==> config.mk <==
export PLATFORM = sky130hd
export DESIGN_NAME = me_dcache_seq
export DESIGN_NICKNAME = d
export VERILOG_FILES = /design/src/rtl/me_dcache_seq_pkg.sv /design/src/rtl/me_dcache_seq_lane_align.sv /design/src/rtl/me_dcache_seq.sv
export SDC_FILE = /design/constraint.sdc
export NUM_CORES = 2
export LEC_CHECK = 0
export CORE_AREA = 8 8 446 448
export CTS_CLUSTER_DIAMETER = 50
export DETAILED_ROUTE_END_ITERATION = 8
export DIE_AREA = 0 0 454 456
export SLEW_MARGIN = 20
export SYNTH_ARGS = -nofsm -noshare
export SYNTH_HDL_FRONTEND = slang
export SYNTH_SLANG_ARGS = --single-unit
==> constraint.sdc <==
create_clock -name clk_i -period 4.4 [get_ports clk_i]
set_input_delay 0.88 -clock clk_i [delete_from_list [all_inputs] [get_ports clk_i]]
set_output_delay 0.88 -clock clk_i [all_outputs]
set_load 0.02 [all_outputs]
==> src/rtl/me_dcache_seq_pkg.sv <==
// ---------------------------------------------------------------------------
// me_dcache_seq_pkg
// Shared constants and helpers for the ME data-cache access sequencer.
//   - beat geometry of a wide (matrix row) access
//   - 6-bit sequencer state codes reported to the ME controller
//   - scalar size codes
//   - address forcing / misalignment helpers used at request accept
// Configuration macro consumed by users of this package:
//   DCACHE_MISALIGN_CHECK_EN (see me_dcache_seq)
// ---------------------------------------------------------------------------
package me_dcache_seq_pkg;

   localparam int BEATS  = 16;          // 32-bit beats per wide op
   localparam int CNT_W  = 4;           // beat counter width
   localparam int WIDE_W = BEATS * 32;  // wide data width in bits

   localparam logic [CNT_W-1:0] LAST_BEAT = CNT_W'(BEATS - 1);

   // Sequencer state codes; FREE is the only code that lets ME proceed.
   localparam logic [5:0] STATE_FREE   = 6'd0;
   localparam logic [5:0] STATE_SCALAR = 6'd1;
   localparam logic [5:0] STATE_WIDE   = 6'd2;
   localparam logic [5:0] STATE_DONE   = 6'd3;

   // Scalar access sizes; the unused code 3 is handled as a word.
   localparam logic [1:0] SZ_B = 2'd0;
   localparam logic [1:0] SZ_H = 2'd1;
   localparam logic [1:0] SZ_W = 2'd2;

   // Clear the low address bits an access of this shape may not have set.
   function automatic logic [31:0] align_addr(input logic        wide,
                                              input logic [1:0]  size,
                                              input logic [31:0] addr);
      logic [31:0] a;
      a = addr;
      if (wide) begin
         a[5:0] = 6'd0;
      end else begin
         case (size)
            SZ_B:    a = addr;
            SZ_H:    a[0] = 1'b0;
            default: a[1:0] = 2'b00;
         endcase
      end
      return a;
   endfunction

   // True when the address has low bits set that the access shape forbids.
   function automatic logic is_misaligned(input logic        wide,
                                          input logic [1:0]  size,
                                          input logic [31:0] addr);
      logic bad;
      if (wide) begin
         bad = |addr[5:0];
      end else begin
         case (size)
            SZ_B:    bad = 1'b0;
            SZ_H:    bad = addr[0];
            default: bad = |addr[1:0];
         endcase
      end
      return bad;
   endfunction

endpackage

==> src/rtl/me_dcache_seq_lane_align.sv <==
// ---------------------------------------------------------------------------
// me_lane_align
// Combinational byte-lane steering for scalar accesses.
// Ports:
//   st_size_i  in   2   size of the store being accepted
//   st_off_i   in   2   byte offset (addr[1:0]) of the store
//   st_data_i  in   32  raw store data, right-aligned
//   st_data_o  out  32  store data replicated across the word (B x4, H x2)
//   st_strb_o  out  4   byte enables for the store
//   ld_size_i  in   2   size of the load in flight
//   ld_off_i   in   2   byte offset of the load
//   ld_data_i  in   32  word returned by the cache
//   ld_data_o  out  32  load result, right-aligned and zero-extended
// ---------------------------------------------------------------------------
module me_lane_align
   import me_dcache_seq_pkg::*;
(
   input  logic [1:0]  st_size_i,
   input  logic [1:0]  st_off_i,
   input  logic [31:0] st_data_i,
   output logic [31:0] st_data_o,
   output logic [3:0]  st_strb_o,
   input  logic [1:0]  ld_size_i,
   input  logic [1:0]  ld_off_i,
   input  logic [31:0] ld_data_i,
   output logic [31:0] ld_data_o
);

   logic [31:0] ld_shift_s;

   // Store path: replicate the datum so every enabled lane sees it.
   always_comb begin
      st_data_o = 32'd0;
      st_strb_o = 4'd0;
      case (st_size_i)
         SZ_B: begin
            st_data_o = {4{st_data_i[7:0]}};
            st_strb_o = 4'b0001 << st_off_i;
         end
         SZ_H: begin
            st_data_o = {2{st_data_i[15:0]}};
            st_strb_o = 4'b0011 << {st_off_i[1], 1'b0};
         end
         default: begin
            st_data_o = st_data_i;
            st_strb_o = 4'b1111;
         end
      endcase
   end

   // Load path: bring the addressed lane down to bit 0, then mask to size.
   always_comb begin
      ld_shift_s = ld_data_i >> {ld_off_i, 3'b000};
      ld_data_o  = 32'd0;
      case (ld_size_i)
         SZ_B:    ld_data_o = {24'd0, ld_shift_s[7:0]};
         SZ_H:    ld_data_o = {16'd0, ld_shift_s[15:0]};
         default: ld_data_o = ld_shift_s;
      endcase
   end

endmodule

==> src/rtl/me_dcache_seq.sv <==
// ---------------------------------------------------------------------------
// me_dcache_seq
// Memory-stage access sequencer between the ME pipeline controller and the
// data cache port. One scalar (B/H/W) or wide (512-bit) load/store per
// request; wide ops run as 16 sequential 32-bit beats. ME stalls while
// state_o differs from STATE_FREE.
// Ports:
//   clk_i, rst_i             clock, synchronous active-high reset
//   req_valid_i/req_ready_o  request handshake (ready only in FREE)
//   req_we_i, req_wide_i     store / wide select
//   req_size_i               scalar size (B/H/W), ignored when wide
//   req_addr_i, req_wdata_i  byte address, store data (scalar in [31:0])
//   state_o                  6-bit sequencer state code
//   mem_req_o .. mem_wstrb_o cache beat request, held until mem_ack_i
//   mem_ack_i, mem_rdata_i   beat completion and read data
//   rsp_valid_o              one-cycle completion pulse
//   rsp_rdata_o              load result, held until the next accept
//   rsp_err_o                access fault
// Configuration:
//   DCACHE_MISALIGN_CHECK_EN defined   - misaligned requests fault without
//                                        touching the cache (rsp_err_o=1).
//   DCACHE_MISALIGN_CHECK_EN undefined - offending low address bits are
//                                        forced to zero; rsp_err_o stays 0.
// ---------------------------------------------------------------------------
module me_dcache_seq
   import me_dcache_seq_pkg::*;
(
   input  logic              clk_i,
   input  logic              rst_i,
   input  logic              req_valid_i,
   output logic              req_ready_o,
   input  logic              req_we_i,
   input  logic              req_wide_i,
   input  logic [1:0]        req_size_i,
   input  logic [31:0]       req_addr_i,
   input  logic [WIDE_W-1:0] req_wdata_i,
   output logic [5:0]        state_o,
   output logic              mem_req_o,
   output logic              mem_we_o,
   output logic [31:0]       mem_addr_o,
   output logic [31:0]       mem_wdata_o,
   output logic [3:0]        mem_wstrb_o,
   input  logic              mem_ack_i,
   input  logic [31:0]       mem_rdata_i,
   output logic              rsp_valid_o,
   output logic [WIDE_W-1:0] rsp_rdata_o,
   output logic              rsp_err_o
);

   logic [5:0]        state_q, state_d;
   logic [CNT_W-1:0]  beat_q, beat_d;
   logic              mem_req_q, mem_req_d;
   logic              mem_we_q, mem_we_d;
   logic [31:0]       mem_addr_q, mem_addr_d;
   logic [31:0]       mem_wdata_q, mem_wdata_d;
   logic [3:0]        mem_wstrb_q, mem_wstrb_d;
   logic [WIDE_W-1:0] wdata_q, wdata_d;
   logic [1:0]        size_q, size_d;
   logic [1:0]        off_q, off_d;
   logic [WIDE_W-1:0] rdata_q, rdata_d;
   logic              rsp_valid_q, rsp_valid_d;
   logic              rsp_err_q, rsp_err_d;

   logic              accept_s;
   logic              beat_done_s;
   logic              fault_s;
   logic [31:0]       addr_al_s;
   logic [CNT_W-1:0]  beat_inc_s;
   logic [31:0]       st_wdata_s;
   logic [3:0]        st_wstrb_s;
   logic [31:0]       ld_rdata_s;

   assign accept_s    = req_valid_i & (state_q == STATE_FREE);
   // An ack only counts while a beat is actually being requested.
   assign beat_done_s = mem_req_q & mem_ack_i;
   assign beat_inc_s  = beat_q + 4'd1;
   assign addr_al_s   = align_addr(req_wide_i, req_size_i, req_addr_i);

`ifdef DCACHE_MISALIGN_CHECK_EN
   assign fault_s = is_misaligned(req_wide_i, req_size_i, req_addr_i);
`else
   assign fault_s = 1'b0;
`endif

   // Store lanes come from the live request; load lanes from the captured op.
   me_lane_align u_lane_align (
      .st_size_i (req_size_i),
      .st_off_i  (addr_al_s[1:0]),
      .st_data_i (req_wdata_i[31:0]),
      .st_data_o (st_wdata_s),
      .st_strb_o (st_wstrb_s),
      .ld_size_i (size_q),
      .ld_off_i  (off_q),
      .ld_data_i (mem_rdata_i),
      .ld_data_o (ld_rdata_s)
   );

   // Next-state logic: FSM, beat counter, cache port and result assembly.
   always_comb begin
      state_d     = state_q;
      beat_d      = beat_q;
      mem_req_d   = mem_req_q;
      mem_we_d    = mem_we_q;
      mem_addr_d  = mem_addr_q;
      mem_wdata_d = mem_wdata_q;
      mem_wstrb_d = mem_wstrb_q;
      wdata_d     = wdata_q;
      size_d      = size_q;
      off_d       = off_q;
      rdata_d     = rdata_q;
      rsp_valid_d = 1'b0;
      rsp_err_d   = rsp_err_q;
      case (state_q)
         STATE_FREE: begin
            if (accept_s) begin
               // Capture the whole request; the ME side may change it now.
               beat_d    = {CNT_W{1'b0}};
               mem_we_d  = req_we_i;
               wdata_d   = req_wdata_i;
               size_d    = req_size_i;
               off_d     = addr_al_s[1:0];
               rdata_d   = {WIDE_W{1'b0}};
               rsp_err_d = fault_s;
               if (req_wide_i) begin
                  mem_addr_d  = {addr_al_s[31:6], 6'd0};
                  mem_wdata_d = req_wdata_i[31:0];
                  mem_wstrb_d = 4'b1111;
               end else begin
                  mem_addr_d  = {addr_al_s[31:2], 2'd0};
                  mem_wdata_d = st_wdata_s;
                  mem_wstrb_d = req_we_i ? st_wstrb_s : 4'b1111;
               end
               if (fault_s) begin
                  // Faulting op never reaches the cache.
                  state_d     = STATE_DONE;
                  mem_req_d   = 1'b0;
                  rsp_valid_d = 1'b1;
               end else begin
                  state_d   = req_wide_i ? STATE_WIDE : STATE_SCALAR;
                  mem_req_d = 1'b1;
               end
            end else begin
               mem_req_d = 1'b0;
            end
         end
         STATE_SCALAR: begin
            if (beat_done_s) begin
               state_d     = STATE_DONE;
               mem_req_d   = 1'b0;
               rsp_valid_d = 1'b1;
               if (!mem_we_q) begin
                  rdata_d[31:0] = ld_rdata_s;
               end else begin
                  rdata_d = rdata_q;
               end
            end else begin
               state_d = STATE_SCALAR;
            end
         end
         STATE_WIDE: begin
            if (beat_done_s) begin
               if (!mem_we_q) begin
                  rdata_d[{beat_q, 5'd0} +: 32] = mem_rdata_i;
               end else begin
                  rdata_d = rdata_q;
               end
               if (beat_q == LAST_BEAT) begin
                  state_d     = STATE_DONE;
                  mem_req_d   = 1'b0;
                  rsp_valid_d = 1'b1;
               end else begin
                  // Keep mem_req high; the next beat is presented next cycle.
                  beat_d      = beat_inc_s;
                  mem_addr_d  = mem_addr_q + 32'd4;
                  mem_wdata_d = wdata_q[{beat_inc_s, 5'd0} +: 32];
               end
            end else begin
               state_d = STATE_WIDE;
            end
         end
         STATE_DONE: begin
            state_d   = STATE_FREE;
            mem_req_d = 1'b0;
         end
         default: begin
            state_d   = STATE_FREE;
            mem_req_d = 1'b0;
         end
      endcase
   end

   // State and datapath registers with synchronous reset.
   always_ff @(posedge clk_i) begin
      if (rst_i) begin
         state_q     <= STATE_FREE;
         beat_q      <= {CNT_W{1'b0}};
         mem_req_q   <= 1'b0;
         mem_we_q    <= 1'b0;
         mem_addr_q  <= 32'd0;
         mem_wdata_q <= 32'd0;
         mem_wstrb_q <= 4'd0;
         wdata_q     <= {WIDE_W{1'b0}};
         size_q      <= SZ_B;
         off_q       <= 2'd0;
         rdata_q     <= {WIDE_W{1'b0}};
         rsp_valid_q <= 1'b0;
         rsp_err_q   <= 1'b0;
      end else begin
         state_q     <= state_d;
         beat_q      <= beat_d;
         mem_req_q   <= mem_req_d;
         mem_we_q    <= mem_we_d;
         mem_addr_q  <= mem_addr_d;
         mem_wdata_q <= mem_wdata_d;
         mem_wstrb_q <= mem_wstrb_d;
         wdata_q     <= wdata_d;
         size_q      <= size_d;
         off_q       <= off_d;
         rdata_q     <= rdata_d;
         rsp_valid_q <= rsp_valid_d;
         rsp_err_q   <= rsp_err_d;
      end
   end

   assign req_ready_o = (state_q == STATE_FREE);
   assign state_o     = state_q;
   assign mem_req_o   = mem_req_q;
   assign mem_we_o    = mem_we_q;
   assign mem_addr_o  = mem_addr_q;
   assign mem_wdata_o = mem_wdata_q;
   assign mem_wstrb_o = mem_wstrb_q;
   assign rsp_valid_o = rsp_valid_q;
   assign rsp_rdata_o = rdata_q;
   assign rsp_err_o   = rsp_err_q;

endmodule

==> flow_summary.json <==
{
  "tns_ns": 0,
  "wl_per_cell_microns": 25.40,
  "drt-initial-drc-count": 3348,
  "antenna_found_initial": 67,
  "yosysSeqAreaShare_pct": 49.45,
  "max_cap_violations": 0,
  "ir_worst_vdd_v": 0.0002824,
  "synth_commonest_cells": "nand2_1, dfxtp_1, a21oi_1, nand3_1, o21ai_0",
  "synthArstFlopShare_pct": 0,
  "clk_latency_ns": 0.79,
  "hold_violations": 0,
  "clock_skew_ns": 0.04408,
  "cts_tree": "built",
  "synth_area_per_cell_sq_um": 8.265,
  "syn_inst": 5403,
  "clockBufferDepth": 3,
  "timing.slew.headroom_pct": 21.84,
  "viasPerCell": 4.906,
  "worst-endpoint-arrival_ns": 4.37,
  "synth_xor_area_share_pct": 0.1345,
  "status": "complete, no violations",
  "fp.dieH_microns": 456,
  "fin_crit_sh_pct": 83.78,
  "rsz0062_at_grt": "false",
  "synth_ff_type": "dfxtp_1",
  "crit_path_end_kind": "flip-flop",
  "period_needed_ns": 3.686,
  "grt-ovfl-total": 0,
  "ys_warn_count": 0,
  "worst_pin_slew_ns": 1.169,
  "critPathRequiredTime_ns": 5.09,
  "timing.rr.start": "beat_q[2]",
  "htree_num_levels": 4,
  "cts-root-buf": "clkbuf_16",
  "clkSlewWorstSetupHoldPaths_ns": 0.06,
  "r2r_end": "mem_wdata_o[14]",
  "grt_start_max_net_pins": 180,
  "ctsResizeCount": 0,
  "min_path_type": "reg -> reg",
  "register_area_sq_mm": 0.02209,
  "min_path_cells": 2,
  "p_leak_nw": 21.86,
  "synth_top_family_by_area": "simple AND/OR/NAND/NOR gates",
  "drt_pass1_iterations": 9,
  "synth_seq_cells": 1103,
  "synth_area_sq_mm": 0.04466,
  "criticalPathCategory": "reg -> reg",
  "netlist_top_cells_area": "dfxtp_1, nand2_1, a21oi_1",
  "synth_compound_area_share_pct": 16.08,
  "max_freq_ghz": 0.2713,
  "path_max_fanout": 18,
  "synth_mux_area_share_pct": 8.313,
  "nets": 6933,
  "synth_edf_count": 0,
  "reg2reg_slack_ns": 0.71,
  "drc": 0,
  "num_vias": 44310,
  "drive_gt1_share_pct": 8.461,
  "power.density_mw_per_mm2": 453.3,
  "yosysTopAreaCellShare_pct": 49.45,
  "numCtsBuffers": 145,
  "io_pins": 1175,
  "multi_input_area_sq_mm": 0.02057,
  "die_w_microns": 454,
  "synth_simple_gate_area_share_pct": 20.93,
  "cts_hold_buffers": 0,
  "num-fill-cells": 19960,
  "port_buffers": 1167,
  "syn_to_final_growth_pct": 43.25,
  "dpl.hpwl_microns": 172500,
  "grt.total_usage_pct": 20.91,
  "wirelength_microns": 229400,
  "hold_start": "wdata_q[427]",
  "cts_sinks": 1103,
  "hold-path-endpoint": "wdata_q[427]",
  "first_global_vias": 42960,
  "slew_violations": 0,
  "floorplan.initialDensity_pct": 23.31,
  "grt_pass1_wl_microns": 317200,
  "gp_congestion": 0.8760,
  "setup_violations": 0,
  "synthAdderAreaFrac_pct": 0.2522,
  "drtAntennaViolNets": 0,
  "r2r_cells": 6,
  "cts_setup_buffers": 0,
  "coreArea_sq_mm": 0.1916,
  "start_kind": "flip-flop",
  "rows": 161,
  "die_area_sq_mm": 0.2070,
  "postLayoutCoreUtil_pct": 33.39,
  "yosysTopAreaCell": "dfxtp_1",
  "synth_cell_types": 73,
  "synth_most_common_cell": "nand2_1"
}
## cell families (layout without fill, tap and decap cells)
kind of cell,count (synthesis),in the layout
buf+inv,527,1571
flops,1103,1103
fa+ha+maj,9,9
compound gates,1338,1338
xor+xnor,6,6
mux,209,209
other cells,1,60
simple gates,2210,2210
## worst max path at each step
stage	startpoint	end	slack, ns	cells after the start
after floorplan	beat_q[0]	mem_wdata_o[12]	1.42	12
after global routing	beat_q[2]	mem_wdata_o[14]	0.57	6
after CTS	beat_q[2]	mem_wdata_o[15]	0.80	6
after global placement	req_valid_i	rsp_rdata_o[462]	0.25	8
final	beat_q[2]	mem_wdata_o[14]	0.71	6
after detailed placement	req_valid_i	rsp_rdata_o[399]	0.57	9
## sequential cells by signal, indices dropped and copies added, names as in the netlist, 2 cells and up
name and flops:
beat_q 4, mem_addr_o 30, mem_wdata_o 32, mem_wstrb_o 4, off_q 2, rsp_rdata_o 512, size_q 2, state_o 2
wdata_q 512
## layout make-up
type / count / share of cell area (%)
clock inverter: 66 / 1.310
tap: 2526 / 4.941
multi-input combinational: 3779 / 32.16
timing repair buffer: 1295 / 20.37
clock buffer: 194 / 6.384
inverter: 16 / 0.09780
sequential: 1103 / 34.53
antenna: 53 / 0.2073
## stage by stage
stage	area (sq um)	power (mW)	std cells	hold WS, ns	setup WS [ns]
3_3_place_gp	58900	17.02	8718	0.4379	0.2499
5_1_grt	63960	30.21	9027	0.4643	0.5699
4_1_cts	63830	29.30	8979	0.4508	0.8027
6_report	63970	29.00	9032	0.4501	0.7137
3_5_place_dp	58910	17.12	8719	0.4428	0.5676
2_1_floorplan	44680	14.42	5409	0.4315	1.419
## layer usage
layer | global-route usage [%] | share of wire, % | up-vias
met4 | 14.21 | 7.3 | 12
met1 | 21.66 | 35 | 21470
met5 | 0 | 0.035 | -
li1 | - | - | 20550
met2 | 37.51 | 51 | 1801
met3 | 4.596 | 6.6 | 472
## worst max-delay path, cell delays in order, from the launching register on
cell,delay (ns)
dfxtp_1,0.92
nand3_1,0.33
xor2_4,0.28
buf_4,0.34
and2_0,0.87
nand3_1,0.45
a32o_1,0.37
## power breakdown
group	switching (mW)	leakage (nW)	internal, mW	total, mW
Sequential	0.501	8.98	10.7	11.2
Clock	4.86	2.40	7.24	12.1
Combinational	3.66	10.5	2.00	5.65
## cells in the final DEF, fill, tap and decap left out, types with 8 or more instances in the layout
cell	Yosys	layout
nand2_1	1461	1460
clkdlybuf4s50_1	0	1165
dfxtp_1	1103	1101
a21oi_1	632	632
nand3_1	561	559
o21ai_0	553	553
clkbuf_16	0	146
mux4_2	126	126
buf_4	15	96
mux2i_1	72	72
nor2_1	72	70
diode_2	0	53
o21ai_1	32	32
buf_12	0	31
clkbuf_8	0	25
clkbuf_1	371	23
nor3_1	20	19
a221oi_1	16	16
nand4_1	16	16
clkinv_2	0	16
inv_1	16	15
a22o_1	13	13
a32o_1	11	11
bufinv_16	0	11
nor2b_1	9	9
mux2_2	9	9
inv_6	0	9
clkinvlp_4	0	9
and2_1	9	8
a2bb2oi_1	8	8
o211a_1	8	8
o221ai_1	8	8
o22a_1	8	8
a311oi_1	8	8
nor4_1	8	8
a211oi_1	8	8
(Power assumes the default switching activity.)
